### src/rtl/riscv_ram_1r1w_ctrl.sv
// riscv_ram_1r1w_ctrl: front-end for a 1R1W RAM with registered read data.
// Zero-fills the RAM after reset, arbitrates two byte-enabled writers
// round-robin onto the write port and merges same-cycle write data into
// the read result so a read always returns the newest data.
module riscv_ram_1r1w_ctrl #(
    parameter int ABITS = 10,
    parameter int DBITS = 32,
    localparam int BE   = (DBITS + 7) / 8
) (
    input  logic             clk_i,
    input  logic             rst_i,
    input  logic             wr0_req_i,
    input  logic [ABITS-1:0] wr0_addr_i,
    input  logic [DBITS-1:0] wr0_data_i,
    input  logic [BE-1:0]    wr0_be_i,
    output logic             wr0_gnt_o,
    input  logic             wr1_req_i,
    input  logic [ABITS-1:0] wr1_addr_i,
    input  logic [DBITS-1:0] wr1_data_i,
    input  logic [BE-1:0]    wr1_be_i,
    output logic             wr1_gnt_o,
    input  logic             rd_req_i,
    input  logic [ABITS-1:0] rd_addr_i,
    output logic             rd_gnt_o,
    output logic             rd_valid_o,
    output logic [DBITS-1:0] rd_data_o,
    output logic             init_done_o,
    output logic [ABITS-1:0] ram_waddr_o,
    output logic [DBITS-1:0] ram_din_o,
    output logic             ram_we_o,
    output logic [BE-1:0]    ram_be_o,
    output logic [ABITS-1:0] ram_raddr_o,
    input  logic [DBITS-1:0] ram_dout_i
);
    typedef enum logic [1:0] {IDLE, CLEAR, RUN} state_e;

    state_e           state_q;
    logic [ABITS-1:0] cnt_q;
    logic             rr_q;        // 0: requester 0 wins a tie, 1: requester 1
    logic             rd_valid_q;
    logic [DBITS-1:0] byp_data_q;
    logic [BE-1:0]    byp_be_q;    // all zero when the last read had no bypass

    logic             run, clr, wr_acc, rd_acc, byp_hit;
    logic [DBITS-1:0] byp_mask;

    assign run = (state_q == RUN);
    assign clr = (state_q == CLEAR);

    // Grants are combinational so a write is accepted in its request cycle.
    assign wr0_gnt_o = run & wr0_req_i & (~wr1_req_i | ~rr_q);
    assign wr1_gnt_o = run & wr1_req_i & (~wr0_req_i |  rr_q);
    assign wr_acc    = wr0_gnt_o | wr1_gnt_o;

    // Write port: clear sweep owns it in CLEAR, otherwise the granted writer.
    always_comb begin
        ram_we_o    = 1'b0;
        ram_waddr_o = '0;
        ram_din_o   = '0;
        ram_be_o    = '0;
        if (clr) begin
            ram_we_o    = 1'b1;
            ram_waddr_o = cnt_q;
            ram_be_o    = '1;
        end else if (wr0_gnt_o) begin
            ram_we_o    = 1'b1;
            ram_waddr_o = wr0_addr_i;
            ram_din_o   = wr0_data_i;
            ram_be_o    = wr0_be_i;
        end else if (wr1_gnt_o) begin
            ram_we_o    = 1'b1;
            ram_waddr_o = wr1_addr_i;
            ram_din_o   = wr1_data_i;
            ram_be_o    = wr1_be_i;
        end
    end

    assign rd_gnt_o    = run;
    assign init_done_o = run;
    assign rd_acc      = rd_req_i & run;
    assign ram_raddr_o = run ? rd_addr_i : '0;

    // The RAM returns pre-write data on a same-address collision, so the
    // colliding write lanes are captured and overlaid on the next cycle.
    assign byp_hit = rd_acc & wr_acc & (ram_waddr_o == rd_addr_i);

    for (genvar i = 0; i < DBITS; i++) begin : g_mask
        assign byp_mask[i] = byp_be_q[i/8];
    end

    assign rd_valid_o = rd_valid_q;
    assign rd_data_o  = rd_valid_q ? ((byp_data_q & byp_mask) | (ram_dout_i & ~byp_mask))
                                   : '0;

    // FSM, clear counter, round-robin pointer and read/bypass pipeline.
    always_ff @(posedge clk_i) begin
        if (rst_i) begin
            state_q    <= IDLE;
            cnt_q      <= '0;
            rr_q       <= 1'b0;
            rd_valid_q <= 1'b0;
            byp_data_q <= '0;
            byp_be_q   <= '0;
        end else begin
            case (state_q)
                IDLE:    state_q <= CLEAR;
                CLEAR: begin
                    cnt_q <= cnt_q + 1'b1;
                    if (cnt_q == {ABITS{1'b1}}) state_q <= RUN;
                end
                default: state_q <= RUN;
            endcase
            if (wr0_gnt_o)      rr_q <= 1'b1;
            else if (wr1_gnt_o) rr_q <= 1'b0;
            rd_valid_q <= rd_acc;
            if (byp_hit) byp_data_q <= ram_din_o;
            byp_be_q   <= byp_hit ? ram_be_o : '0;
        end
    end
endmodule

### config.mk
export PLATFORM = sky130hd
export DESIGN_NAME = riscv_ram_1r1w_ctrl
export DESIGN_NICKNAME = d
export VERILOG_FILES = /design/src/rtl/riscv_ram_1r1w_ctrl.sv
export SDC_FILE = /design/constraint.sdc
export NUM_CORES = 1
export LEC_CHECK = 0
export ABC_AREA = 1
export CAP_MARGIN = 10
export CELL_PAD_IN_SITES_DETAIL_PLACEMENT = 2
export CELL_PAD_IN_SITES_GLOBAL_PLACEMENT = 2
export CORE_UTILIZATION = 15
export CTS_CLUSTER_SIZE = 14
export DETAILED_ROUTE_END_ITERATION = 7
export PLACE_DENSITY_LB_ADDON = 0.05
export SYNTH_ARGS = -nofsm -noshare
export SYNTH_HDL_FRONTEND = slang
export SYNTH_SLANG_ARGS = --single-unit
### constraint.sdc
create_clock -name clk_i -period 1.6 [get_ports clk_i]
set_input_delay 0.24 -clock clk_i [delete_from_list [all_inputs] [get_ports clk_i]]
set_output_delay 0.24 -clock clk_i [all_outputs]
set_load 0.1 [all_outputs]
==> impl_metrics.tcl <==
set metrics [dict create \
    nFillCells 2405 \
    period_share_pct 138.0 \
    finClkSkew_ns 0.006890 \
    syn-num-nets 742 \
    place_ws_ns -1.013 \
    cts_tree "built" \
    crit_chain "inv_4 > nand2_2 > nor2_4 > buf_6 > buf_4 > a21oi_2 > nand2_1 > nand2_2 > inv_6 > nand2_1 > nand2_2 > nor2_4 > buf_4 > buf_12 > clkbuf_16 > nand3_1 > nand2_1 > nor2_1" \
    slowest_delay_ns 0.38 \
    max_cap_violations 0 \
    rows 55 \
    clockRootBuffer "clkbuf_16" \
    synth_warnings 0 \
    finalWorstSetupSlack_ns -0.6073 \
    slew_violations 0 \
    fmax_mhz 453.0 \
    die_x_um 155.9 \
    p_switching_mw 1.051 \
    drt-initial-drc-count 118 \
    clk_pin_slew_ns 0.07 \
    die_h_um 155.9 \
    ctsHoldBuffers 0 \
    cp.arrival_ns 2.41 \
    clockBufferDepth 2 \
    core_area_um2 22920 \
    endpoint_kind "register" \
    p_per_area_nw_per_um2 322.6 \
    fin_area_um2 10750 \
    vias 5558 \
    seqPwrFrac_pct 36.1 \
    grt_max_degree 39 \
    finalSetupViolCount 111 \
    ys_seq_area_share_pct 28.18 \
    nets 1133 \
    cts_buffers 5 \
    wl_per_cell_um 18.17 \
    insertion_delay_ns 0.30 \
    start_util_pct 15.50 \
    status "finished, violations left" \
    ant_nets 0 \
    postLayoutCoreUtil_pct 46.91 \
    violations "negative setup slack" \
    synth_top_cell_area_share_pct 28.18 \
    slowest_stage "dfxtp_4" \
    syn_avg_cell_area_um2 5.901 \
    synth_largest_area_cell "dfxtp_1" \
    p_sw_share_pct 30.30 \
    routed_via_density 4.249 \
    combPwrFrac_pct 30.8 \
    synth_cell_type_count 26 \
    p_leak_nw 4.565 \
    first_pass_iters 4 \
    drc_errors 0 \
    path_class "reg2reg" \
    max-vdd-ir-drop_uv 406.6 \
    setup_tns_ns -43.04 \
    max_slew.worst_pin.slew_ns 0.3242 \
    synthesis.area_um2 3552 \
    ys.flop_type "dfxtp_1" \
    grt_pass1_vias 6167 \
    rsz0062_at_grt "true" \
    cts.sinks 50 \
    ioPinCount 233 \
    synth_edf_count 0 \
    antenna_found_initial 1 \
    layout-drive-gt1-share_pct 55.53 \
    required_ns 1.80 \
    grt_overflow_total 0 \
    synth_cells 602 \
    asyncSetResetFlopFracSynth_pct 0 \
    hold_path.class "reg2reg" \
    cp-start-kind "register" \
    dieArea_um2 24300 \
    clock_power_share_pct 33.1 \
    place_congestion 0.8209 \
    grt_pass1_wl_mm 34.14 \
    post-route-min-period_ns 2.207 \
    io_buffer_count 232 \
    relSlewSlack_pct 78.39 \
    yosys-top-cells-area "dfxtp_1, nand2_1, nor2_1" \
    p_int_mw 2.417 \
    finalHoldViolCount 0 \
    area_growth_pct 202.6 \
    drt_wl_total_mm 23.76 \
    cp_max_fo 10 \
    grt_use_total_pct 18.35 \
    ys_ff_latch 50 \
    placed_cell_area_um2 8865 \
    hpwlAfterDp_mm 16.65 \
    htreeDepth 2 \
]
==> kinds of logic (layout without fill, tap and decap cells) <==
group	Yosys count	count (layout)	share of synthesized area, %
and+or+nand+nor	314	314	37.16
buffers and inverters	120	512	14.41
AOI/OAI and AO/OA	117	117	19.90
DFF	50	50	28.18
adders and majority gates	1	1	0.3522
other	0	1	0
==> timing repair <==
item                                    CTS  global route
cloned                                    8             8
endpoints found under the setup margin  128           135
resized for setup                       156            80
setup buffers                            50            19
pin swaps                                17            40
==> power by group through the flow <==
stage | clock, mW | sequential (mW) | combinational, mW
floorplan | 0 | 1.28 | 0.342
global placement | 0 | 1.28 | 0.944
detailed placement | 0 | 1.28 | 0.963
CTS | 1.21 | 1.25 | 1.01
global route | 1.24 | 1.25 | 1.12
finish | 1.15 | 1.25 | 1.07
==> worst max-delay path: cells and delay by family (launching register included) <==
kind                   cells  cell delay [ns]
flip-flops                 1             0.38
AND/OR/NAND/NOR           10             0.85
buffers and inverters      7             0.75
AO/OA/AOI/OAI              1             0.12
==> routing by layer <==
| metal | track usage, % | vias to the layer above | routed length, um |
|---|---|---|---|
| met3 | 3.083 | 18 | 854 |
| met5 | 0 | - | 0 |
| met1 | 20.12 | 2724 | 9258 |
| met2 | 36.25 | 119 | 13300 |
| met4 | 3.968 | 0 | 347 |
| li1 | - | 2697 | - |
==> layout by cell type, fill, tap and decap left out, types with 21 or more instances in the layout <==
master | Yosys | layout
nand2_1 | 130 | 101
buf_6 | 5 | 37
buf_4 | 3 | 116
o21ai_4 | 0 | 21
nand3_1 | 36 | 21
dfxtp_1 | 50 | 41
inv_1 | 77 | 42
clkdlybuf4s50_1 | 0 | 136
nor2_1 | 112 | 60
buf_12 | 0 | 115
nand2_2 | 0 | 25
nor2_4 | 2 | 42
==> cell usage after synthesis (5+ instances only) <==
cell      instances
a21boi_0         19
a21oi_1          39
a22o_1           13
buf_2            10
buf_6             5
clkbuf_1         15
dfxtp_1          50
inv_1            77
inv_2             6
nand2_1         130
nand3_1          36
nand4_1          12
nor2_1          112
nor3_1           12
o21ai_0          37
==> registers in the layout (all words and copies together) (netlist names) <==
name,count
rd_valid_o,1
cnt_q,10
byp_data_q,32
state_q,2
byp_be_q,4
rr_q,1
==> metrics by stage <==
step	std cells	power, mW	hold slack, ns
after detailed placement	1220	2.242	0.4797
after CTS	1284	3.481	0.4960
after global placement	1220	2.223	0.4634
after global routing	1308	3.616	0.5396
after floorplan	602	1.622	0.3097
final	1308	3.468	0.5033
==> path summary, 6_finish.rpt <==
kind / from / to / slack, ns / cells past startpoint
worst max-delay path: state_q[0] / byp_data_q[15] / -0.61 / 18
worst min register to register: byp_data_q[31] / byp_data_q[31] / 0.50 / 2
worst min-delay path: byp_data_q[31] / byp_data_q[31] / 0.50 / 2
worst max register to register: state_q[0] / byp_data_q[15] / -0.61 / 18
==> area by class of cell <==
cell class / instances / area [um^2] / share of cell area, %
tap: 313 / 391.6 / 3.643
timing repair buffer: 421 / 5319 / 49.48
antenna: 1 / 2.502 / 0.02328
clock inverter: 2 / 11.26 / 0.1047
inverter: 83 / 406.6 / 3.783
sequential: 50 / 1022 / 9.509
multi-input combinational: 432 / 3458 / 32.17
clock buffer: 6 / 138.9 / 1.292
(Power assumes the default switching activity.)
